--- src/rtl/mult_div_unit_if.sv ---
// Operand/control and HI/LO result bundle between the MIPS datapath and mult_div_unit.
interface mult_div_unit_if #(parameter int WIDTH = 32);
  logic             start;
  logic [1:0]       op;
  logic [WIDTH-1:0] a;
  logic [WIDTH-1:0] b;
  logic             hi_we;
  logic             lo_we;
  logic [WIDTH-1:0] wdata;
  logic             busy;
  logic             done;
  logic [WIDTH-1:0] hi;
  logic [WIDTH-1:0] lo;

  modport master (output start, op, a, b, hi_we, lo_we, wdata,
                  input  busy, done, hi, lo);
  modport slave  (input  start, op, a, b, hi_we, lo_we, wdata,
                  output busy, done, hi, lo);
endinterface

--- src/rtl/mult_div_unit.sv ---
// Iterative HI/LO multiply/divide unit: one result bit per clock on unsigned magnitudes,
// with sign correction applied in a single FIX cycle.
module mult_div_unit #(parameter int WIDTH = 32) (
  input  logic          clk,
  input  logic          reset,
  mult_div_unit_if.slave bus
);
  localparam int CW = $clog2(WIDTH);
  localparam logic [CW-1:0] LAST = CW'(WIDTH - 1);

  typedef enum logic [1:0] {IDLE = 2'b00, CALC = 2'b01, FIX = 2'b10} state_t;

  state_t             state, nextState;
  logic [CW-1:0]      counter;
  logic [2*WIDTH-1:0] acc;
  logic [WIDTH-1:0]   operand;
  logic               isDiv, negQ, negR;
  logic               busyReg, doneReg;
  logic [WIDTH-1:0]   hiReg, loReg;

  logic               signedOp, divZero;
  logic [WIDTH-1:0]   magA, magB;
  logic               startNegQ, startNegR;
  logic [WIDTH:0]     stepSum, shifted, diff;
  logic [2*WIDTH-1:0] accNext, prodFix;
  logic [WIDTH-1:0]   quoFix, remFix;

  assign bus.busy = busyReg;
  assign bus.done = doneReg;
  assign bus.hi   = hiReg;
  assign bus.lo   = loReg;

  // Start-edge operand conditioning: magnitudes and result signs
  always_comb begin
    signedOp = ~bus.op[0];
    divZero  = bus.op[1] && (bus.b == {WIDTH{1'b0}});
    if (divZero) begin
      // Raw dividend with zero divisor makes the restoring loop yield quotient=~0, remainder=a
      magA      = bus.a;
      magB      = bus.b;
      startNegQ = 1'b0;
      startNegR = 1'b0;
    end else begin
      magA      = (signedOp && bus.a[WIDTH-1]) ? (~bus.a + {{(WIDTH-1){1'b0}}, 1'b1}) : bus.a;
      magB      = (signedOp && bus.b[WIDTH-1]) ? (~bus.b + {{(WIDTH-1){1'b0}}, 1'b1}) : bus.b;
      startNegQ = signedOp && (bus.a[WIDTH-1] ^ bus.b[WIDTH-1]);
      startNegR = signedOp && bus.a[WIDTH-1];
    end
  end

  // One iteration: shift-add for multiply, restoring shift-subtract for divide
  always_comb begin
    stepSum = {1'b0, acc[2*WIDTH-1:WIDTH]} + (acc[0] ? {1'b0, operand} : {(WIDTH+1){1'b0}});
    shifted = acc[2*WIDTH-1:WIDTH-1];
    diff    = shifted - {1'b0, operand};
    if (isDiv) begin
      if (shifted >= {1'b0, operand}) begin
        accNext = {diff[WIDTH-1:0], acc[WIDTH-2:0], 1'b1};
      end else begin
        accNext = {shifted[WIDTH-1:0], acc[WIDTH-2:0], 1'b0};
      end
    end else begin
      accNext = {stepSum, acc[WIDTH-1:1]};
    end
  end

  // Sign correction of the finished magnitude result
  always_comb begin
    prodFix = negQ ? (~acc + {{(2*WIDTH-1){1'b0}}, 1'b1}) : acc;
    quoFix  = negQ ? (~acc[WIDTH-1:0] + {{(WIDTH-1){1'b0}}, 1'b1}) : acc[WIDTH-1:0];
    remFix  = negR ? (~acc[2*WIDTH-1:WIDTH] + {{(WIDTH-1){1'b0}}, 1'b1}) : acc[2*WIDTH-1:WIDTH];
  end

  // State register
  always_ff @(posedge clk) begin
    if (reset) begin
      state <= IDLE;
    end else begin
      state <= nextState;
    end
  end

  // Next-state logic
  always_comb begin
    nextState = state;
    case (state)
      IDLE:    nextState = bus.start ? CALC : IDLE;
      CALC:    nextState = (counter == LAST) ? FIX : CALC;
      FIX:     nextState = IDLE;
      default: nextState = IDLE;
    endcase
  end

  // Datapath, HI/LO and handshake registers
  always_ff @(posedge clk) begin
    if (reset) begin
      counter <= {CW{1'b0}};
      acc     <= {(2*WIDTH){1'b0}};
      operand <= {WIDTH{1'b0}};
      isDiv   <= 1'b0;
      negQ    <= 1'b0;
      negR    <= 1'b0;
      busyReg <= 1'b0;
      doneReg <= 1'b0;
      hiReg   <= {WIDTH{1'b0}};
      loReg   <= {WIDTH{1'b0}};
    end else begin
      case (state)
        IDLE: begin
          doneReg <= 1'b0;
          if (bus.hi_we) hiReg <= bus.wdata;
          if (bus.lo_we) loReg <= bus.wdata;
          if (bus.start) begin
            busyReg <= 1'b1;
            counter <= {CW{1'b0}};
            acc     <= {{WIDTH{1'b0}}, magA};
            operand <= magB;
            isDiv   <= bus.op[1];
            negQ    <= startNegQ;
            negR    <= startNegR;
          end else begin
            busyReg <= 1'b0;
          end
        end
        CALC: begin
          doneReg <= 1'b0;
          acc     <= accNext;
          counter <= counter + {{(CW-1){1'b0}}, 1'b1};
        end
        FIX: begin
          busyReg <= 1'b0;
          doneReg <= 1'b1;
          if (isDiv) begin
            hiReg <= remFix;
            loReg <= quoFix;
          end else begin
            hiReg <= prodFix[2*WIDTH-1:WIDTH];
            loReg <= prodFix[WIDTH-1:0];
          end
        end
        default: begin
          busyReg <= 1'b0;
          doneReg <= 1'b0;
        end
      endcase
    end
  end
endmodule

--- src/flat_wrapper.sv ---
// flat-port wrapper written by rule: the top's interface ports become plain ports
module mult_div_unit_flat 
#(parameter int WIDTH = 32)
  (clk, reset, bus_start, bus_op, bus_a, bus_b, bus_hi_we, bus_lo_we, bus_wdata, bus_busy, bus_done, bus_hi, bus_lo);
  mult_div_unit_if #(.WIDTH(WIDTH)) bus_i ();
  input  logic clk;
  input  logic reset;
  input wire logic [$bits(bus_i.start)-1:0] bus_start;
  input wire logic [$bits(bus_i.op)-1:0] bus_op;
  input wire logic [$bits(bus_i.a)-1:0] bus_a;
  input wire logic [$bits(bus_i.b)-1:0] bus_b;
  input wire logic [$bits(bus_i.hi_we)-1:0] bus_hi_we;
  input wire logic [$bits(bus_i.lo_we)-1:0] bus_lo_we;
  input wire logic [$bits(bus_i.wdata)-1:0] bus_wdata;
  output wire logic [$bits(bus_i.busy)-1:0] bus_busy;
  output wire logic [$bits(bus_i.done)-1:0] bus_done;
  output wire logic [$bits(bus_i.hi)-1:0] bus_hi;
  output wire logic [$bits(bus_i.lo)-1:0] bus_lo;
  assign bus_i.start = bus_start;
  assign bus_i.op = bus_op;
  assign bus_i.a = bus_a;
  assign bus_i.b = bus_b;
  assign bus_i.hi_we = bus_hi_we;
  assign bus_i.lo_we = bus_lo_we;
  assign bus_i.wdata = bus_wdata;
  assign bus_busy = bus_i.busy;
  assign bus_done = bus_i.done;
  assign bus_hi = bus_i.hi;
  assign bus_lo = bus_i.lo;
  mult_div_unit #(.WIDTH(WIDTH)) u_core (.clk(clk), .reset(reset), .bus(bus_i));
endmodule
--- config.mk ---
export PLATFORM = sky130hd
export DESIGN_NAME = mult_div_unit_flat
export DESIGN_NICKNAME = d
export VERILOG_FILES = /design/src/rtl/mult_div_unit_if.sv /design/src/rtl/mult_div_unit.sv /design/src/flat_wrapper.sv
export SDC_FILE = /design/constraint.sdc
export NUM_CORES = 1
export LEC_CHECK = 0
export BUFFER_PORTS_ARGS = -buffer_cell sky130_fd_sc_hd__buf_2
export CAP_MARGIN = 20
export CORE_MARGIN = 1
export CORE_UTILIZATION = 40
export DETAILED_ROUTE_END_ITERATION = 12
export SLEW_MARGIN = 40
export SYNTH_ARGS = -nofsm -noshare
export SYNTH_HDL_FRONTEND = slang
export SYNTH_SLANG_ARGS = --single-unit
--- constraint.sdc ---
create_clock -name clk -period 4.45 [get_ports clk]
set_input_delay 0.89 -clock clk [delete_from_list [all_inputs] [get_ports clk]]
set_output_delay 0.89 -clock clk [all_outputs]
set_load 0.01 [all_outputs]
==> results.sh <==
export IMPL_status="complete, no violations"
export IMPL_multiInputGateArea_um2=9700
export IMPL_synth_xor_area_share_pct=10.7
export IMPL_finClkSkew_ns=0.0130
export IMPL_cts_buffers=17
export IMPL_p_comb_share_pct=31.0
export IMPL_layout_drive_gt1_share_pct=14.6
export IMPL_ant_nets=0
export IMPL_peakVddDrop_v=0.000243
export IMPL_endpoint_kind="register"
export IMPL_synthSimpleGateAreaFrac_pct=21.3
export IMPL_regArea_um2=3440
export IMPL_synth_area_um2=13800
export IMPL_cts_sinks=172
export IMPL_worstHoldStart="u_core.operand[31]"
export IMPL_fp_row_count=67
export IMPL_fin_crit_ns=3.62
export IMPL_wire_per_inst_um=19.3
export IMPL_synth_area_leaders="dfxtp_1, nor2_1, xor2_1"
export IMPL_yosys_area_top_type_share_pct=25.0
export IMPL_switching_share_pct=37.5
export IMPL_htreeDepth=4
export IMPL_synth_ff_type="dfxtp_1"
export IMPL_viasPerCell=5.86
export IMPL_synth_commonest_cells="nor2_1, a21oi_1, nand2_1"
export IMPL_cts_clk_slew_worst_paths_ns=0.08
export IMPL_nFillCells=3411
export IMPL_routed_wl_um=46300
export IMPL_ios=169
export IMPL_grt_max_degree=69
export IMPL_synthCells=1838
export IMPL_overflow=0
export IMPL_dr_pass1_iters=5
export IMPL_start_util_pct=40.9
export IMPL_p_int_uw=3050
export IMPL_postCtsHoldBufs=0
export IMPL_ys_ff_latch=172
export IMPL_crit_path_max_fanout=30
export IMPL_p_switching_uw=1830
export IMPL_area_growth_syn_to_layout_pct=13.6
export IMPL_power_density_nw_per_um2=311
export IMPL_place_gp_congestion=0.961
export IMPL_antenna_cells=0
export IMPL_crit_type="reg -> reg"
export IMPL_clkPwrFrac_pct=31.5
export IMPL_critPathLaunch="u_core.acc[0]"
export IMPL_die_area_um2=35200
export IMPL_seqPwrFrac_pct=37.5
export IMPL_synthArstFlopShare_pct=0
export IMPL_grt_pass1_vias=12900
export IMPL_fin_hold_ws_ns=0.461
export IMPL_synth_compound_area_share_pct=27.8
export IMPL_max_freq_mhz=277
export IMPL_drc=0
export IMPL_slew_viol_final=0
export IMPL_ys_types=84
export IMPL_critPathArrivalTime_ns=3.95
export IMPL_antenna_found_initial=0
export IMPL_finalSetupViolations=0
export IMPL_post_cts_buffers=0
export IMPL_root_buffer="clkbuf_16"
export IMPL_portBuffers=168
export IMPL_drtIter0Drc=1203
export IMPL_yosysWarnings=0
export IMPL_cp_data_required_time_ns=4.78
export IMPL_synth_top_family_by_area="compound AO/OA/AOI/OAI gates"
export IMPL_cellLeakagePower_uw=0.00652
export IMPL_synth_nets=2013
export IMPL_nets=2118
export IMPL_synth_adder_area_share_pct=6.64
export IMPL_setup_tns_final_ns=0
export IMPL_yosysMostFrequentCell="nor2_1"
export IMPL_min_delay_path_class="reg -> reg"
export IMPL_synth_top_cell_by_area="dfxtp_1"
export IMPL_clkLatencyLatePin_ns=0.45
export IMPL_synth_mux_area_share_pct=3.46
export IMPL_die_x_um=188
export IMPL_relSlewSlack_pct=49.3
export IMPL_dr_total_vias=14100
export IMPL_coreArea_um2=33700
export IMPL_rr_startpoint="u_core.acc[0]"
export IMPL_synth_edf_count=0
export IMPL_fp_dieH_um=188
export IMPL_startpoint_type="register"
export IMPL_hold_viol=0
export IMPL_maxCapViolCount=0
export IMPL_worst_pin_slew_ns=0.761
export IMPL_grt_setup_unrepaired="no"
export IMPL_cts_tree="yes"
export IMPL_grt_pass1_wl_um=72800
export IMPL_seq_area_frac_synth_pct=25.0
export IMPL_clock_path_buffers=2
export IMPL_detailedPlacementHpwl_um=36000
export IMPL_gr_usage_all_layers_pct=25.9
export IMPL_fin_crit_sh_pct=81.2
export IMPL_syn_area_per_cell_um2=7.50
export IMPL_cts_resized=0
-- layout by cell type, fill, tap and decap left out, drive strengths merged, types with 14 or more instances in the layout --
cell type | synthesis | routed
a211oi | 67 | 67
a21o | 32 | 32
a21oi | 177 | 177
a22oi | 18 | 18
a31oi | 17 | 17
buf | 20 | 203
clkbuf | 98 | 21
dfxtp | 172 | 172
ha | 70 | 70
inv | 57 | 64
mux2i | 45 | 45
nand2 | 177 | 177
nand2b | 18 | 18
nand3 | 30 | 30
nand4 | 14 | 14
nor2 | 253 | 253
nor3 | 28 | 28
nor4 | 21 | 21
o211ai | 17 | 17
o21ai | 106 | 106
o221ai | 32 | 32
o31ai | 20 | 20
or3 | 18 | 18
xnor2 | 65 | 65
xor2 | 103 | 103
-- final cells by class --
cell class                 instances  area share [%]
timing repair buffer             204            7.48
tap                              448            3.58
sequential                       172            22.0
clock inverter                    12           0.831
inverter                          58            1.39
multi-input combinational       1490            61.9
clock buffer                      20            2.85
-- registers in the layout (all words and copies together), names as in the netlist, 2 cells and up --
| signal | count |
|---|---|
| u_core.counter | 5 |
| u_core.acc | 64 |
| u_core.bus.lo | 32 |
| u_core.operand | 32 |
| u_core.bus.hi | 32 |
| u_core.state | 2 |
-- layer usage --
metal | vias up | track usage [%] | wire length, um
li1 | 6886 | - | -
met1 | 6509 | 37.5 | 22100
met2 | 611 | 37.0 | 18700
met3 | 74 | 5.60 | 3930
met4 | 0 | 9.97 | 1540
met5 | - | 0 | 0
-- metrics by stage --
stage	power (uW)	util (%)	area (um^2)	std cells	worst slack (ns)
final	4880	46.5	15700	2404	0.835
after floorplan	2850	-	13800	1838	1.29
after global routing	5140	46.5	15700	2404	0.583
after detailed placement	3340	44.6	15000	2370	0.879
after CTS	4870	46.4	15600	2402	0.869
after global placement	3320	44.6	15000	2369	0.899
-- power by group through the flow --
stage | registers [uW] | clock network, uW | logic, uW
after detailed placement | 1860 | 0 | 1480
after CTS | 1820 | 1550 | 1490
after floorplan | 1800 | 0 | 1050
after global routing | 1840 | 1630 | 1660
after global placement | 1850 | 0 | 1460
final | 1830 | 1540 | 1510
-- critical path, cell delays in order (launching register included) --
cell,delay [ns]
dfxtp_1,0.43
inv_1,0.12
buf_4,0.32
nor2_1,0.09
ha_1,0.20
a21o_1,0.19
or3_1,0.31
o21ai_0,0.38
a21oi_1,0.18
nor3_1,0.43
o21ai_0,0.17
a21oi_1,0.30
o211ai_1,0.12
a32o_1,0.26
-- cells by family after synthesis --
group,after synthesis
buf+inv,176
flops,172
simple gates,625
fa+ha+maj,72
xor+xnor,168
compound gates,578
mux,47
-- final timing paths --
path,cells after the start,endpoint,slack [ns]
min reg2reg,2,u_core.operand[31],0.46
max reg2reg,13,u_core.acc[63],0.83
max,13,u_core.acc[63],0.83
min,2,u_core.operand[31],0.46
(Power assumes the default switching activity.)
